==> src/rtl/hp_pkg.sv <==
// Shared MMR bus widths, device indices and arbiter types.
package hp_pkg;

  localparam int unsigned MMR_ADDR_W     = 16;
  localparam int unsigned MMR_DATA_W     = 32;
  localparam int unsigned MMR_DEV_ADDR_W = 10;
  localparam int unsigned MMR_BASE_W     = MMR_ADDR_W - MMR_DEV_ADDR_W;
  localparam int unsigned MMR_DEV_COUNT  = 17;

  // Device indices decoded from the base field
  localparam int unsigned MMR_DEV_SYS  = 0;
  localparam int unsigned MMR_DEV_SCC  = 1;
  localparam int unsigned MMR_DEV_IC   = 2;
  localparam int unsigned MMR_DEV_EVR  = 3;
  localparam int unsigned MMR_DEV_LOAD = 16;

  localparam int unsigned MMR_TIMEOUT_DEF = 255;
  localparam logic [MMR_DATA_W-1:0] MMR_ERR_DATA = 32'hDEAD_BEEF;

  typedef struct packed {
    logic                  wr;
    logic [MMR_ADDR_W-1:0] addr;
    logic [MMR_DATA_W-1:0] wdata;
  } mmr_req_t;

  typedef enum logic [1:0] {
    MMR_IDLE,
    MMR_ACCESS,
    MMR_RESP
  } mmr_state_e;

endpackage

==> src/rtl/rr_arbiter.sv <==
// Round-robin arbiter: search starts one above the last-granted index.
module rr_arbiter #(
  parameter int unsigned N = 2,
  localparam int unsigned IDX_W = (N > 1) ? $clog2(N) : 1
) (
  input  logic             clk,
  input  logic             rst,
  input  logic [N-1:0]     req,
  input  logic             update,
  input  logic [IDX_W-1:0] update_idx,
  output logic [N-1:0]     grant_c,
  output logic [IDX_W-1:0] grant_idx_c,
  output logic             valid_c
);

  logic [IDX_W-1:0] ptr;
  logic [IDX_W-1:0] idx;

  // Pointer resets to N-1 so index 0 has top priority after reset
  always_ff @(posedge clk or posedge rst) begin
    if (rst) begin
      ptr <= IDX_W'(N - 1);
    end else if (update) begin
      ptr <= update_idx;
    end
  end

  always_comb begin
    grant_c     = '0;
    grant_idx_c = '0;
    valid_c     = 1'b0;
    idx         = '0;
    for (int unsigned i = 1; i <= N; i++) begin
      idx = IDX_W'((32'(ptr) + i) % N);
      if (!valid_c && req[idx]) begin
        valid_c      = 1'b1;
        grant_idx_c  = idx;
        grant_c[idx] = 1'b1;
      end
    end
  end

endmodule

==> src/rtl/mmr_arbiter.sv <==
// MMR bus arbiter: round-robin master grant, base decode to one-hot device
// select, ack wait with timeout, and read-data/error return to the master.
module mmr_arbiter
  import hp_pkg::*;
#(
  parameter int unsigned N_MST   = 2,
  parameter int unsigned TIMEOUT = MMR_TIMEOUT_DEF,
  parameter logic [MMR_DATA_W-1:0] ERR_DATA = MMR_ERR_DATA
) (
  input  logic                                      clk,
  input  logic                                      rst,
  input  logic [N_MST-1:0]                          m_req,
  input  logic [N_MST-1:0]                          m_wr,
  input  logic [N_MST-1:0][MMR_ADDR_W-1:0]          m_addr,
  input  logic [N_MST-1:0][MMR_DATA_W-1:0]          m_wdata,
  output logic [N_MST-1:0]                          m_ack,
  output logic                                      m_err,
  output logic [MMR_DATA_W-1:0]                     m_rdata,
  output logic [MMR_DEV_COUNT-1:0]                  d_sel,
  output logic                                      d_wr,
  output logic [MMR_DEV_ADDR_W-1:0]                 d_addr,
  output logic [MMR_DATA_W-1:0]                     d_wdata,
  input  logic [MMR_DEV_COUNT-1:0]                  d_ack,
  input  logic [MMR_DEV_COUNT-1:0][MMR_DATA_W-1:0]  d_rdata
);

  localparam int unsigned IDX_W     = (N_MST > 1) ? $clog2(N_MST) : 1;
  localparam int unsigned DEV_IDX_W = $clog2(MMR_DEV_COUNT);
  localparam int unsigned CNT_W     = 16;

  mmr_state_e       state;
  mmr_req_t         req_q;
  logic [IDX_W-1:0] grant_idx;
  logic [CNT_W-1:0] cnt;

  logic [N_MST-1:0]      arb_grant;
  logic [IDX_W-1:0]      arb_idx;
  logic                  arb_valid;
  logic [MMR_BASE_W-1:0] new_base;
  logic [DEV_IDX_W-1:0]  new_dev;
  logic [DEV_IDX_W-1:0]  dev;

  rr_arbiter #(.N(N_MST)) u_arb (
    .clk         (clk),
    .rst         (rst),
    .req         (m_req),
    .update      (state == MMR_RESP),
    .update_idx  (grant_idx),
    .grant_c     (arb_grant),
    .grant_idx_c (arb_idx),
    .valid_c     (arb_valid)
  );

  assign new_base = m_addr[arb_idx][MMR_ADDR_W-1:MMR_DEV_ADDR_W];
  assign new_dev  = DEV_IDX_W'(new_base);
  assign dev      = DEV_IDX_W'(req_q.addr[MMR_ADDR_W-1:MMR_DEV_ADDR_W]);

  // Device request fields come straight from the captured request register
  assign d_wr    = req_q.wr;
  assign d_addr  = req_q.addr[MMR_DEV_ADDR_W-1:0];
  assign d_wdata = req_q.wdata;

  always_ff @(posedge clk or posedge rst) begin
    if (rst) begin
      state     <= MMR_IDLE;
      req_q     <= '0;
      grant_idx <= '0;
      cnt       <= '0;
      m_ack     <= '0;
      m_err     <= 1'b0;
      m_rdata   <= '0;
      d_sel     <= '0;
    end else begin
      case (state)
        MMR_IDLE: begin
          if (arb_valid) begin
            grant_idx <= arb_idx;
            req_q     <= '{wr: m_wr[arb_idx], addr: m_addr[arb_idx], wdata: m_wdata[arb_idx]};
            cnt       <= '0;
            if (new_base < MMR_BASE_W'(MMR_DEV_COUNT)) begin
              d_sel <= MMR_DEV_COUNT'(1) << new_dev;
              state <= MMR_ACCESS;
            end else begin
              m_ack   <= arb_grant;
              m_err   <= 1'b1;
              m_rdata <= ERR_DATA;
              state   <= MMR_RESP;
            end
          end
        end
        // Only the selected device's ack counts; others are ignored
        MMR_ACCESS: begin
          if (d_ack[dev]) begin
            m_ack   <= N_MST'(1) << grant_idx;
            m_err   <= 1'b0;
            m_rdata <= req_q.wr ? '0 : d_rdata[dev];
            d_sel   <= '0;
            state   <= MMR_RESP;
          end else if (cnt == CNT_W'(TIMEOUT - 1)) begin
            m_ack   <= N_MST'(1) << grant_idx;
            m_err   <= 1'b1;
            m_rdata <= ERR_DATA;
            d_sel   <= '0;
            state   <= MMR_RESP;
          end else begin
            cnt <= cnt + CNT_W'(1);
          end
        end
        MMR_RESP: begin
          m_ack   <= '0;
          m_err   <= 1'b0;
          m_rdata <= '0;
          state   <= MMR_IDLE;
        end
        default: state <= MMR_IDLE;
      endcase
    end
  end

endmodule

==> config.mk <==
export PLATFORM = sky130hd
export DESIGN_NAME = mmr_arbiter
export DESIGN_NICKNAME = d
export VERILOG_FILES = /design/src/rtl/hp_pkg.sv /design/src/rtl/rr_arbiter.sv /design/src/rtl/mmr_arbiter.sv
export SDC_FILE = /design/constraint.sdc
export NUM_CORES = 1
export LEC_CHECK = 0
export ABC_AREA = 1
export BUFFER_PORTS_ARGS = -buffer_cell sky130_fd_sc_hd__buf_2
export CAP_MARGIN = 20
export CORE_AREA = 5 5 290 292
export DETAILED_ROUTE_END_ITERATION = 12
export DIE_AREA = 0 0 295 297
export HOLD_SLACK_MARGIN = 0.12
export PLACE_DENSITY = 0.45
export SLEW_MARGIN = 20
export SYNTH_ARGS = -nofsm -noshare
export SYNTH_HDL_FRONTEND = slang
export SYNTH_HIERARCHICAL = 1
export SYNTH_SLANG_ARGS = --single-unit
==> constraint.sdc <==
create_clock -name clk -period 5.4 [get_ports clk]
set_input_delay 1.08 -clock clk [delete_from_list [all_inputs] [get_ports clk]]
set_output_delay 1.08 -clock clk [all_outputs]
set_load 0.005 [all_outputs]
==> run metrics <==
GRT overflow 0; core area 81,300 um2; cell-by-cell trace of the critical path inv_8 > nand2_1 > nand3_1 > nand3_1 > nand2_1 > nor2_1 > nand2_1 > nand4_1 > buf_4 > nand3_2 > buf_4 > nand2_1 > o21ai_0; die area 87,600 um2; TritonCTS clock tree built; Setup CP Type reg2reg; clock buffer count from CTS 17; RSZ-0062 raised after global routing false; area fraction of the dominant cell type after synthesis 0.273; Initial Util 0.155; DRC viols 0; clock skew 0.0162 ns; top-count cell post-synth nand2_1; CTS resizes 0; via count 17.3k; height of the die between 200 and 300 um; Worst path most repeated cell nand2_1; Max VDD drop 0.268 mV; Avg WL per Cell ~20 um; clock buffer depth 2; Final nets roughly 3.7k; GPL Wtd Cong 0.916; TritonRoute pass-1 iters 5; total wire length 83,100 um; worst endpoint required time 5.71 ns; PD cells 498 nW/um2; first-pass GRT wire length between 100,000 and 150,000 um; Worst-path clk slew 0.06 ns; Worst-Skew Late Latency 0.47 ns; CTS Hold Bufs 0; top post-synthesis cells by count 917 x nand2_1, 333 x inv_1, 327 x nor2_1, 234 x nand3_1, 127 x o21ai_0; Die X 295 um; Worst Reg2Reg Path Length in Cells 13; pin count of the biggest net entering global routing 182; final setup TNS 0 ns; Routed Antenna Nets 0; GRT Util Overall 0.181; highest-delay cell along the critical path dfrtp_4; Reg-to-Reg End m_rdata[21]; Worst Hold End d_sel[9]; Final Core Density 0.220; Worst Tran Pin Value 1.09 ns; Mean Syn Cell Area 5.21 um2; Critical Path End Type flip-flop; row count approximately 110; Worst slew margin 0.274; Num Clock Sinks 120; post-synth top area cell nand2_1; CP arrival 3.96 ns; leak pwr 10.5 nW; crit share post-route 0.677; Critical R2R Launch dev[0]; Filler cells a little under 10k; input/output buffers 757; Mapped Cells 2,416; worst hold path type reg2reg; dpl hpwl ~67,000 um; IO Count 758; vias per inst 4.15; hold path depth 2; CTS root buf clkbuf_16; r2r setup slk between 1.5 and 2 ns; minimum clock period 3.65 ns; vias in the first global route 17.6k; sequential area share after synthesis 0.239; fmax 274 MHz; synthesized area 12,600 um2; Netlist cell types 35; Max-cap violations 0; startpoint types flip-flop; ys flop type dfrtp_1; crit-path max FO 67; Area Growth Syn to Fin 42.2%; Hold Crit Start d_sel[9]; final setup vio count 0; initial antenna violation count 39; Async S/R FF share, synth 1.00; Worst path max stage delay 0.70 ns; Syn Nets 3,084; status complete, no violations; warnings from Yosys 6; CTS H-Tree Depth 4; Slew Viols, Final 0; setup bufs post-CTS 0; initial drt markers 992; layout cells sized above 1 0.273; ranking of synthesized cells by area nand2_1 27%, dfrtp_1 24%, inv_1 9.9%; EDFF count, synth 0; flops & latches, synth 120; Final Hold Viols 0
-- sequential cells by signal, summed over array words and instances, names as in the netlist --
signal / flops
m_rdata: 32
d_sel: 17
state: 2
m_ack: 2
d_wdata: 32
grant_idx: 1
d_addr: 10
cnt: 16
d_wr: 1
dev: 5
u_arb/ptr: 1
m_err: 1
-- how the worst max path moves through the flow --
stage          startpoint     endpoint  slack [ns]  cells after the start
6_report           dev[0]  m_rdata[21]        1.75                     13
5_1_grt            dev[0]  m_rdata[19]        1.36                     13
4_1_cts            dev[0]  m_rdata[21]        1.63                     13
3_5_place_dp     m_req[0]  m_rdata[19]        1.48                     11
3_3_place_gp     m_req[0]  m_rdata[30]        1.53                     11
2_1_floorplan         rst       cnt[0]        1.16                      1
-- final cells by class --
| cell class | count | area, um2 | share of cell area |
|---|---|---|---|
| Tap cell | 1070 | 1340 | 0.0748 |
| Inverter | 338 | 1280 | 0.0717 |
| Sequential cell | 120 | 3010 | 0.168 |
| Clock inverter | 15 | 155 | 0.00867 |
| Timing Repair Buffer | 779 | 3980 | 0.222 |
| Clock buffer | 17 | 425 | 0.0238 |
| Multi-Input combinational cell | 1805 | 7670 | 0.428 |
| Antenna cell | 16 | 40.0 | 0.00224 |
-- where the power goes --
part / leakage (nW) / switching [W] / internal, W
clock: 0.280 / 0.000521 / 0.000648
combinational: 8.72 / 0.00443 / 0.00177
sequential: 1.48 / 0.000306 / 0.00125
-- per-stage QoR --
step	total power [W]	std cells	worst slack, ns	cell area (um2)	hold slack [ns]
after floorplan	0.00524	2416	1.16	12600	0.457
after global placement	0.00800	4112	1.53	17300	0.462
after detailed placement	0.00802	4112	1.48	17300	0.465
after CTS	0.00924	4144	1.63	17900	0.479
after global routing	0.00989	4154	1.36	17900	0.499
final	0.00892	4160	1.75	17900	0.472
-- routing by layer --
layer / up-vias / part of all wire / GRT usage
li1: 8702 / - / -
met1: 7832 / 0.41 / 0.216
met2: 638 / 0.50 / 0.327
met3: 92 / 0.070 / 0.0424
met4: 14 / 0.021 / 0.0431
met5: - / 0.0011 / 0
-- critical path, delay by kind of cell, from the launching register on --
family / cells / cell delay, ns
compound gates: 1 / 0.08
flops: 1 / 0.70
buf+inv: 3 / 0.94
simple gates: 9 / 1.70
-- cell families (layout without fill, tap and decap cells) --
| kind of cell | after synthesis | after routing | share of synthesized area |
|---|---|---|---|
| and+or+nand+nor | 1533 | 1533 | 0.492 |
| buffers and inverters | 491 | 1149 | 0.154 |
| other | 0 | 16 | 0 |
| adders and majority gates | 5 | 5 | 0.00497 |
| xor gates and xnor gates | 7 | 7 | 0.00487 |
| muxes | 1 | 1 | 0.000795 |
| DFF | 120 | 120 | 0.239 |
| AOI/OAI and AO/OA | 259 | 259 | 0.105 |
-- cells in the final DEF (no fill, tap or decap), types with 20 or more instances in the layout --
| master | count |
|---|---|
| nand2_1 | 916 |
| buf_2 | 757 |
| inv_1 | 329 |
| nor2_1 | 327 |
| nand3_1 | 234 |
| o21ai_0 | 127 |
| a21oi_1 | 117 |
| dfrtp_1 | 115 |
| nand4_1 | 24 |
| buf_4 | 20 |
Note: power is estimated with default switching activity, not from simulation.
